<file path="src/rtl/hps_cmd_serializer.sv">
// hps_cmd_serializer
//   Initiator side of the byte-wide HPS write port into the display block.
//   Takes one whole command per valid/ready handshake and plays it out as
//   a fixed sequence of 8-bit register writes:
//     render (type 0) : 6 beats, addr 0..5, cmd_data bytes MSB first
//     image  (type 1) : 7 beats, opcode 0xFD, RGB, then 20-bit pixel address
//     clear  (type 2) : 1 beat, addr 0, opcode 0xFE
//   Type 3, and renders whose first byte collides with an opcode (0xFD/0xFE),
//   are accepted but rejected: err pulses, no beats are issued.
// Ports:
//   clk50, reset_n              clock, synchronous active-low reset
//   cmd_valid/cmd_ready         command handshake
//   cmd_type[1:0], cmd_data[47:0]  command, latched at acceptance
//   bus_waitrequest             receiver stall, holds the current beat
//   hps_writedata[7:0], hps_address[2:0], hps_write, hps_chipselect  write port
//   busy                        high from acceptance until the last beat completes
//   err                         one-cycle pulse after a rejected command
module hps_cmd_serializer #(
  parameter int GAP_CYCLES   = 0,
  parameter int PIXEL_ADDR_W = 20
) (
  input  logic        clk50,
  input  logic        reset_n,
  input  logic        cmd_valid,
  input  logic [1:0]  cmd_type,
  input  logic [47:0] cmd_data,
  output logic        cmd_ready,
  input  logic        bus_waitrequest,
  output logic [7:0]  hps_writedata,
  output logic [2:0]  hps_address,
  output logic        hps_write,
  output logic        hps_chipselect,
  output logic        busy,
  output logic        err
);

  localparam logic [1:0] IDLE  = 2'd0;
  localparam logic [1:0] ISSUE = 2'd1;
  localparam logic [1:0] GAP   = 2'd2;

  localparam logic [1:0] T_RENDER = 2'd0;
  localparam logic [1:0] T_IMAGE  = 2'd1;
  localparam logic [1:0] T_CLEAR  = 2'd2;
  localparam logic [1:0] T_BAD    = 2'd3;

  localparam logic [7:0] OP_IMAGE = 8'hFD;
  localparam logic [7:0] OP_CLEAR = 8'hFE;

  // Last value the gap counter reaches before returning to ISSUE.
  localparam int         GAP_M1   = (GAP_CYCLES > 0) ? GAP_CYCLES - 1 : 0;
  localparam logic [3:0] GAP_LAST = GAP_M1[3:0];

  logic [1:0]  state_reg;
  logic [2:0]  beat_reg;
  logic [3:0]  gap_cnt_reg;
  logic [1:0]  type_reg;
  logic [47:0] data_reg;
  logic        err_reg;

  logic        accept;
  logic        illegal;
  logic [2:0]  last_beat;
  logic [19:0] pix_addr;
  logic [7:0]  render_byte [6];
  logic [7:0]  beat_data;
  logic        issuing;

  assign accept  = cmd_valid && (state_reg == IDLE);
  assign illegal = (cmd_type == T_BAD) ||
                   ((cmd_type == T_RENDER) &&
                    ((cmd_data[47:40] == OP_IMAGE) || (cmd_data[47:40] == OP_CLEAR)));

  // Pixel address bits at or above PIXEL_ADDR_W are forced to zero.
  genvar gi;
  generate
    for (gi = 0; gi < 20; gi++) begin : g_pix
      if (gi < PIXEL_ADDR_W) begin : g_on
        assign pix_addr[gi] = data_reg[24+gi];
      end else begin : g_off
        assign pix_addr[gi] = 1'b0;
      end
    end
    for (gi = 0; gi < 6; gi++) begin : g_render
      assign render_byte[gi] = data_reg[47-8*gi -: 8];
    end
  endgenerate

  always_comb begin
    last_beat = 3'd0;
    case (type_reg)
      T_RENDER: last_beat = 3'd5;
      T_IMAGE:  last_beat = 3'd6;
      default:  last_beat = 3'd0;
    endcase
  end

  always_comb begin
    beat_data = OP_CLEAR;
    case (type_reg)
      T_RENDER: beat_data = (beat_reg < 3'd6) ? render_byte[beat_reg] : 8'h00;
      T_IMAGE: begin
        case (beat_reg)
          3'd0:    beat_data = OP_IMAGE;
          3'd1:    beat_data = data_reg[23:16];
          3'd2:    beat_data = data_reg[15:8];
          3'd3:    beat_data = data_reg[7:0];
          3'd4:    beat_data = {4'b0000, pix_addr[19:16]};
          3'd5:    beat_data = pix_addr[15:8];
          default: beat_data = pix_addr[7:0];
        endcase
      end
      default: beat_data = OP_CLEAR;
    endcase
  end

  always_ff @(posedge clk50) begin
    if (!reset_n) begin
      state_reg   <= IDLE;
      beat_reg    <= 3'd0;
      gap_cnt_reg <= 4'd0;
      type_reg    <= T_CLEAR;
      data_reg    <= 48'd0;
      err_reg     <= 1'b0;
    end else begin
      err_reg <= accept && illegal;
      case (state_reg)
        IDLE: begin
          if (accept && !illegal) begin
            type_reg  <= cmd_type;
            data_reg  <= cmd_data;
            beat_reg  <= 3'd0;
            state_reg <= ISSUE;
          end
        end
        ISSUE: begin
          // Beat address/data stay put while the receiver stalls.
          if (!bus_waitrequest) begin
            if (beat_reg == last_beat) begin
              state_reg <= IDLE;
            end else begin
              beat_reg <= beat_reg + 3'd1;
              if (GAP_CYCLES > 0) begin
                state_reg   <= GAP;
                gap_cnt_reg <= 4'd0;
              end
            end
          end
        end
        GAP: begin
          if (gap_cnt_reg == GAP_LAST) begin
            state_reg <= ISSUE;
          end else begin
            gap_cnt_reg <= gap_cnt_reg + 4'd1;
          end
        end
        default: state_reg <= IDLE;
      endcase
    end
  end

  assign issuing        = (state_reg == ISSUE);
  assign hps_write      = issuing;
  assign hps_chipselect = issuing;
  assign hps_address    = issuing ? beat_reg : 3'd0;
  assign hps_writedata  = issuing ? beat_data : 8'h00;
  assign cmd_ready      = (state_reg == IDLE);
  assign busy           = (state_reg != IDLE);
  assign err            = err_reg;

endmodule

</file>
<file path="config.mk">
export PLATFORM = sky130hd
export DESIGN_NAME = hps_cmd_serializer
export DESIGN_NICKNAME = d
export VERILOG_FILES = /design/src/rtl/hps_cmd_serializer.sv
export SDC_FILE = /design/constraint.sdc
export NUM_CORES = 1
export LEC_CHECK = 0
export ABC_AREA = 1
export BUFFER_PORTS_ARGS = -buffer_cell sky130_fd_sc_hd__buf_2
export CAP_MARGIN = 30
export CELL_PAD_IN_SITES_DETAIL_PLACEMENT = 1
export CELL_PAD_IN_SITES_GLOBAL_PLACEMENT = 2
export CORE_MARGIN = 2
export CORE_UTILIZATION = 31
export DETAILED_ROUTE_END_ITERATION = 16
export GPL_TIMING_DRIVEN = 0
export PLACE_DENSITY_LB_ADDON = 0.1
export SETUP_SLACK_MARGIN = 0.5
export SYNTH_ARGS = -nofsm -noshare
export SYNTH_HDL_FRONTEND = slang
export SYNTH_SLANG_ARGS = --single-unit
</file>
<file path="constraint.sdc">
create_clock -name clk50 -period 4.35 [get_ports clk50]
set_input_delay 1.0875 -clock clk50 [delete_from_list [all_inputs] [get_ports clk50]]
set_output_delay 1.0875 -clock clk50 [all_outputs]
set_load 0.005 [all_outputs]
</file>
* Yosys cells after proc, flatten, opt, wreduce, memory -nomap -nowiden *
Index checks and enable logic that the tools add are counted.

operators by class
  equality and inequality tests = 17
  reductions and logical operators = 18
  shift-type cells = 0
  muxes and demuxes = 18
  $add $sub $neg = 2
  $mul = 0
  bitwise gates (word level) = 2
  divide/modulo/power cells = 0
  magnitude comparators = 2

operators by type and width
  kind                 count
  $pmux 8 s6           1
  $mux 8               4
  $bmux 8 s3           1
  $eq 8x8->1 const B   2
  $pmux 8 s2           1
  $mux 3               4
  $pmux 3 s2           2
  $mux 2               4
  $reduce_and 4->1     2
  $eq 3x2->1 const B   2
  $eq 3x3->1 const B   2
  $logic_not 2->1      3
  $ne 2x2->1 const B   3
  $pmux 2 s3           1
  $add 4x1->4 const B  1
  $eq 2x1->1 const B   2
  $eq 2x2->1 const B   2
  $ge 4x4->1 const B   1
  $logic_and 1x1->1    4
  $logic_not 4->1      1
  $ne 2x1->1 const B   2
  $not 3->4            1
  $reduce_and 2->1     2
  $reduce_bool 2->1    2
  other kinds (8)      9

word-level totals
  bits of input ports = 54
  memories = 0
  RAM bits = 0
  register bits = 60
  bits in latches = 0
  logic and storage cells = 65
  ROM bits = 0

* Depth between registers and ports, before layout *
  depth in word-level cells = 8
  mapped depth = 12
  gate-level depth less buffers = 11

* Worst setup path after synthesis *
OpenSTA, ideal clock, no wires.

  path kind = reg2out
  from = reg beat_reg[0]
  to = out hps_writedata[7]
  path buffers = 2
  arrival = 1607 ps
  stages on the path, launching flop included = 10
  data required time = 3263 ps
  path slack = 1655 ps
  path through = dfxtp_1 -> buf_4 -> inv_4 -> buf_2 -> ha_1 -> nor3_1 -> nand2_1 -> o21ai_0 -> o21ai_0 -> nor2_1

between the ends
  word-level cells in the longest chain between the ends = 7
  elaborated cells on any way between the ends = 15
  those cells by class = order compare: 1; eq/ne: 5; mux: 7; bitwise: 1; reduce/logical: 1

RTL lines
  what                                        line  source
  start: declaration                          54    logic [2:0] beat_reg;
  start signal: assignment                    141   beat_reg <= beat_reg + 3'd1;
  $not 3->4 (not written as such)             100   T_RENDER: beat_data = (beat_reg < 3'd6) ? render_byte[beat_reg] : 8'h00;
  $bmux 8 s3                                  100
  $mux 8 (not written as such) (2 in series)  100
  $mux 8                                      100
  $pmux 8 s2 (*)                              99    case (type_reg)
  $mux 8 (*)                                  165   assign hps_writedata = issuing ? beat_data : 8'h00;
  end: declaration                            29    output logic [7:0] hps_writedata,

Every way passes the cells marked *; elsewhere a longest branch is shown, timed or not. The select of a mux whose other input is x is not followed.

* Worst setup path in the final report *
  from = reg beat_reg[0]
  to = out hps_writedata[0]

Same word-level chain as after synthesis.

==> metrics.md <==
| Metric | Value |
|---|---|
| Worst-path clk slew | 0.10 ns |
| Post-Syn Area | 3000 um^2 |
| Status | finished clean |
| CTS max path bufs | 2 |
| Ys Warns | 0 |
| Core area | 9330 um^2 |
| Setup-failing EPs final | 0 |
| Reg-to-reg endpoint | data_reg[25]$_SDFFE_PN0P_ |
| Final non-filler cell area | 3600 um^2 |
| Fin. Hold Viols | 0 |
| Maximum operating frequency | 273 MHz |
| CP endpoint kind | output pin |
| Fillcell total | 1266 |
| CTS buffer count | 5 |
| Initial Util | 0.321 |
| Max-slew violation count | 0 |
| Setup Buffers After CTS | 0 |
| Clock sinks | 55 |
| Total chip power | 0.00116 W |
| Leading area contributor after synthesis | dfxtp_1 |
| Synth cell types | 31 |
| Crit path kind | reg -> out |
| WL final | 11.2 mm |
| Total die area | 10500 um^2 |
| Vias | 3226 |
| Antenna diodes | 0 |
| Cells along the critical path | buf_4 -> inv_4 -> clkbuf_4 -> ha_1 -> inv_1 -> nor2_1 -> inv_1 -> o21ai_1 -> nor2_1 -> nand4_1 -> nand2_1 -> a21oi_1 -> buf_2 |
| Placer congestion estimate | 0.875 |
| H-tree depth | 2 |
| Area grow syn2layout | 20.0% |
| RSZ-0062 raised after global routing | true |
| Number of DRC markers in iteration 0 | 105 |
| Reg area | 1100 um^2 |
| Synthesized Nets | 500 |
| Synth top area cells | dfxtp_1 (37%), o21ai_0 (13%), a21oi_1 (13%), nand2_1 (9.4%), inv_1 (6.5%) |
| Static Leakage | 1.56 nW |
| Post-synth top area share | 0.367 |
| Worst slew pin tran | 0.490 ns |
| CP max stage cell | dfxtp_1 |
| Final worst setup slack | 0.689 ns |
| Worst Path Max Fanout | 11 |
| Die height | 102 um |
| Footprint of the multi-input gates | 1530 um^2 |
| Gr usage total | 0.224 |
| Placed cell areas | 3500 um^2 |
| Yosys reg bits | 55 |
| Clk_skew | 0.00980 ns |
| CP max stage delay | 0.35 ns |
| Via/cell ratio | 4.99 |
| Clock Latency Late Sink | 0.31 ns |
| RR Startpoint | state_reg[0]$_SDFFE_PN0P_ |
| Routed WL per cell | 17.4 um |
| Final core occ | 0.386 |
| Pre-CTS setup slack | 0.974 ns |
| Critical Path Source Type | register |
| Grt ovf | 0 |
| Initial antenna violation count | 0 |
| Sequential share of the synthesized area | 0.367 |
| Std cell rows | 35 |
| R2R depth | 7 |
| TNS Setup | 0 ns |
| Nets@finish | 576 |
| Mean area per synthesized cell | 6.80 um^2 |
| Port Buffers | 69 |
| Worst Hold End | data_reg[46]$_SDFFE_PN0P_ |
| Worst slew margin | 0.673 |
| Pin count of the biggest net entering global routing | 16 |
| Tmin final | 3.66 ns |
| Peak supply drop | 0.126 mV |
| Max Cap Viol | 0 |
| CTS tree | done |
| Vias in the first global route | 3307 |
| Antenna viol nets, final | 0 |
| Reg2reg setup slack | 2.78 ns |
| Global-route wire length before repair | 17.7 mm |
| DR DRC count | 0 |
| Final Cycle Share | 0.842 |
| Hold path depth | 2 |
| Hold path start | data_reg[46]$_SDFFE_PN0P_ |
| Layout cells sized above 1 | 0.228 |
| Required time of the critical path | 3.26 ns |
| Post-DP HPWL | 8.72 mm |
| Most common cell after layout, fill and taps aside | buf_2 |
| CP arrival | 2.57 ns |
| Post-Synthesis Cells | 441 |
| Detailed Routing Iterations Pass 1 | 4 |
| Worst hold-check path type | reg -> reg |
| Most frequent cells in the layout | buf_2 (79), o21ai_0 (76), a21oi_1 (75) |
| I/O pin total | 70 |
| Root Driver | clkbuf_8 |
| Power Dens Cells | 321 nW/um^2 |
| Max reg flops | 48 |
| Die width | 102 um |
==> synth_stat cells <==
cell type	n
a211oi_1	1
a21oi_1	75
a21oi_2	2
a31oi_1	1
buf_2	11
buf_4	4
buf_6	2
clkbuf_1	6
clkbuf_2	3
dfxtp_1	55
ha_1	5
inv_1	52
inv_2	5
inv_4	2
nand2_1	75
nand2_2	5
nand3_1	5
nand3_2	1
nand3_4	1
nand4_1	2
nor2_1	24
nor2_2	1
nor2_4	3
nor3_1	2
nor4_1	4
o2111ai_1	4
o211ai_1	7
o21ai_0	76
o21ai_1	1
o21ai_2	1
o22ai_1	5
==> cell families (layout without fill, tap and decap cells) <==
family | after synthesis | in the layout | synth area share
and+or+nand+nor | 123 | 123 | 0.181
buffers and inverters | 85 | 161 | 0.124
adders and majority gates | 5 | 5 | 0.0209
DFF | 55 | 55 | 0.367
AOI/OAI and AO/OA | 173 | 173 | 0.307
==> metal layers <==
layer	up-vias	GRT usage	routed length, um
li1	1618	-	-
met4	0	0.0462	165
met2	59	0.390	5340
met5	-	0	0
met3	11	0.0267	379
met1	1538	0.299	5360
==> critical path, delay by kind of cell (launching register included) <==
kind | cells | cell delay [ns]
AO/OA/AOI/OAI | 2 | 0.27
adder cells (fa/ha/maj) | 1 | 0.28
buffers and inverters | 6 | 0.94
flip-flops | 1 | 0.35
AND/OR/NAND/NOR | 4 | 0.40
==> how the worst max path moves through the flow <==
| stage | start | to | slack, ns | cells after the start |
|---|---|---|---|---|
| 2_1_floorplan | beat_reg[0]$_SDFFE_PN0P_ | hps_writedata[7] | 1.66 | 9 |
| 3_3_place_gp | beat_reg[0]$_SDFFE_PN0P_ | hps_writedata[0] | 1.01 | 13 |
| 3_5_place_dp | beat_reg[0]$_SDFFE_PN0P_ | hps_writedata[7] | 0.97 | 10 |
| 4_1_cts | beat_reg[0]$_SDFFE_PN0P_ | hps_writedata[7] | 0.61 | 10 |
| 5_1_grt | beat_reg[0]$_SDFFE_PN0P_ | hps_writedata[0] | 0.48 | 13 |
| 6_report | beat_reg[0]$_SDFFE_PN0P_ | hps_writedata[0] | 0.69 | 13 |
==> what timing repair did <==
| action | CTS | global route |
|---|---|---|
| resized for setup | 0 | 2 |
| hold buffers | 0 | 0 |
| endpoints found under the setup margin | 0 | 3 |
==> final cells by class <==
class | count | area share
Buffer | 26 | 0.0410
Multi-Input combinational cell | 301 | 0.425
Tap cell | 129 | 0.0449
Clock inverter | 1 | 0.00139
Timing Repair Buffer | 69 | 0.0960
Clock buffer | 6 | 0.0230
Inverter | 59 | 0.0630
Sequential cell | 55 | 0.306
==> stage by stage <==
stage / instances / hold WS, ns
detailed placement: 639 / 0.447
floorplan: 441 / 0.424
global placement: 639 / 0.448
CTS: 646 / 0.462
finish: 646 / 0.461
global route: 646 / 0.492
==> power by group <==
group          total, W  switching [W]  internal (W)
Clock          0.000297       0.000171      0.000126
Sequential     0.000571      0.0000266      0.000545
Combinational  0.000288       0.000187      0.000101
Total           0.00116       0.000385      0.000771
Note: power is estimated with default switching activity, not from simulation.
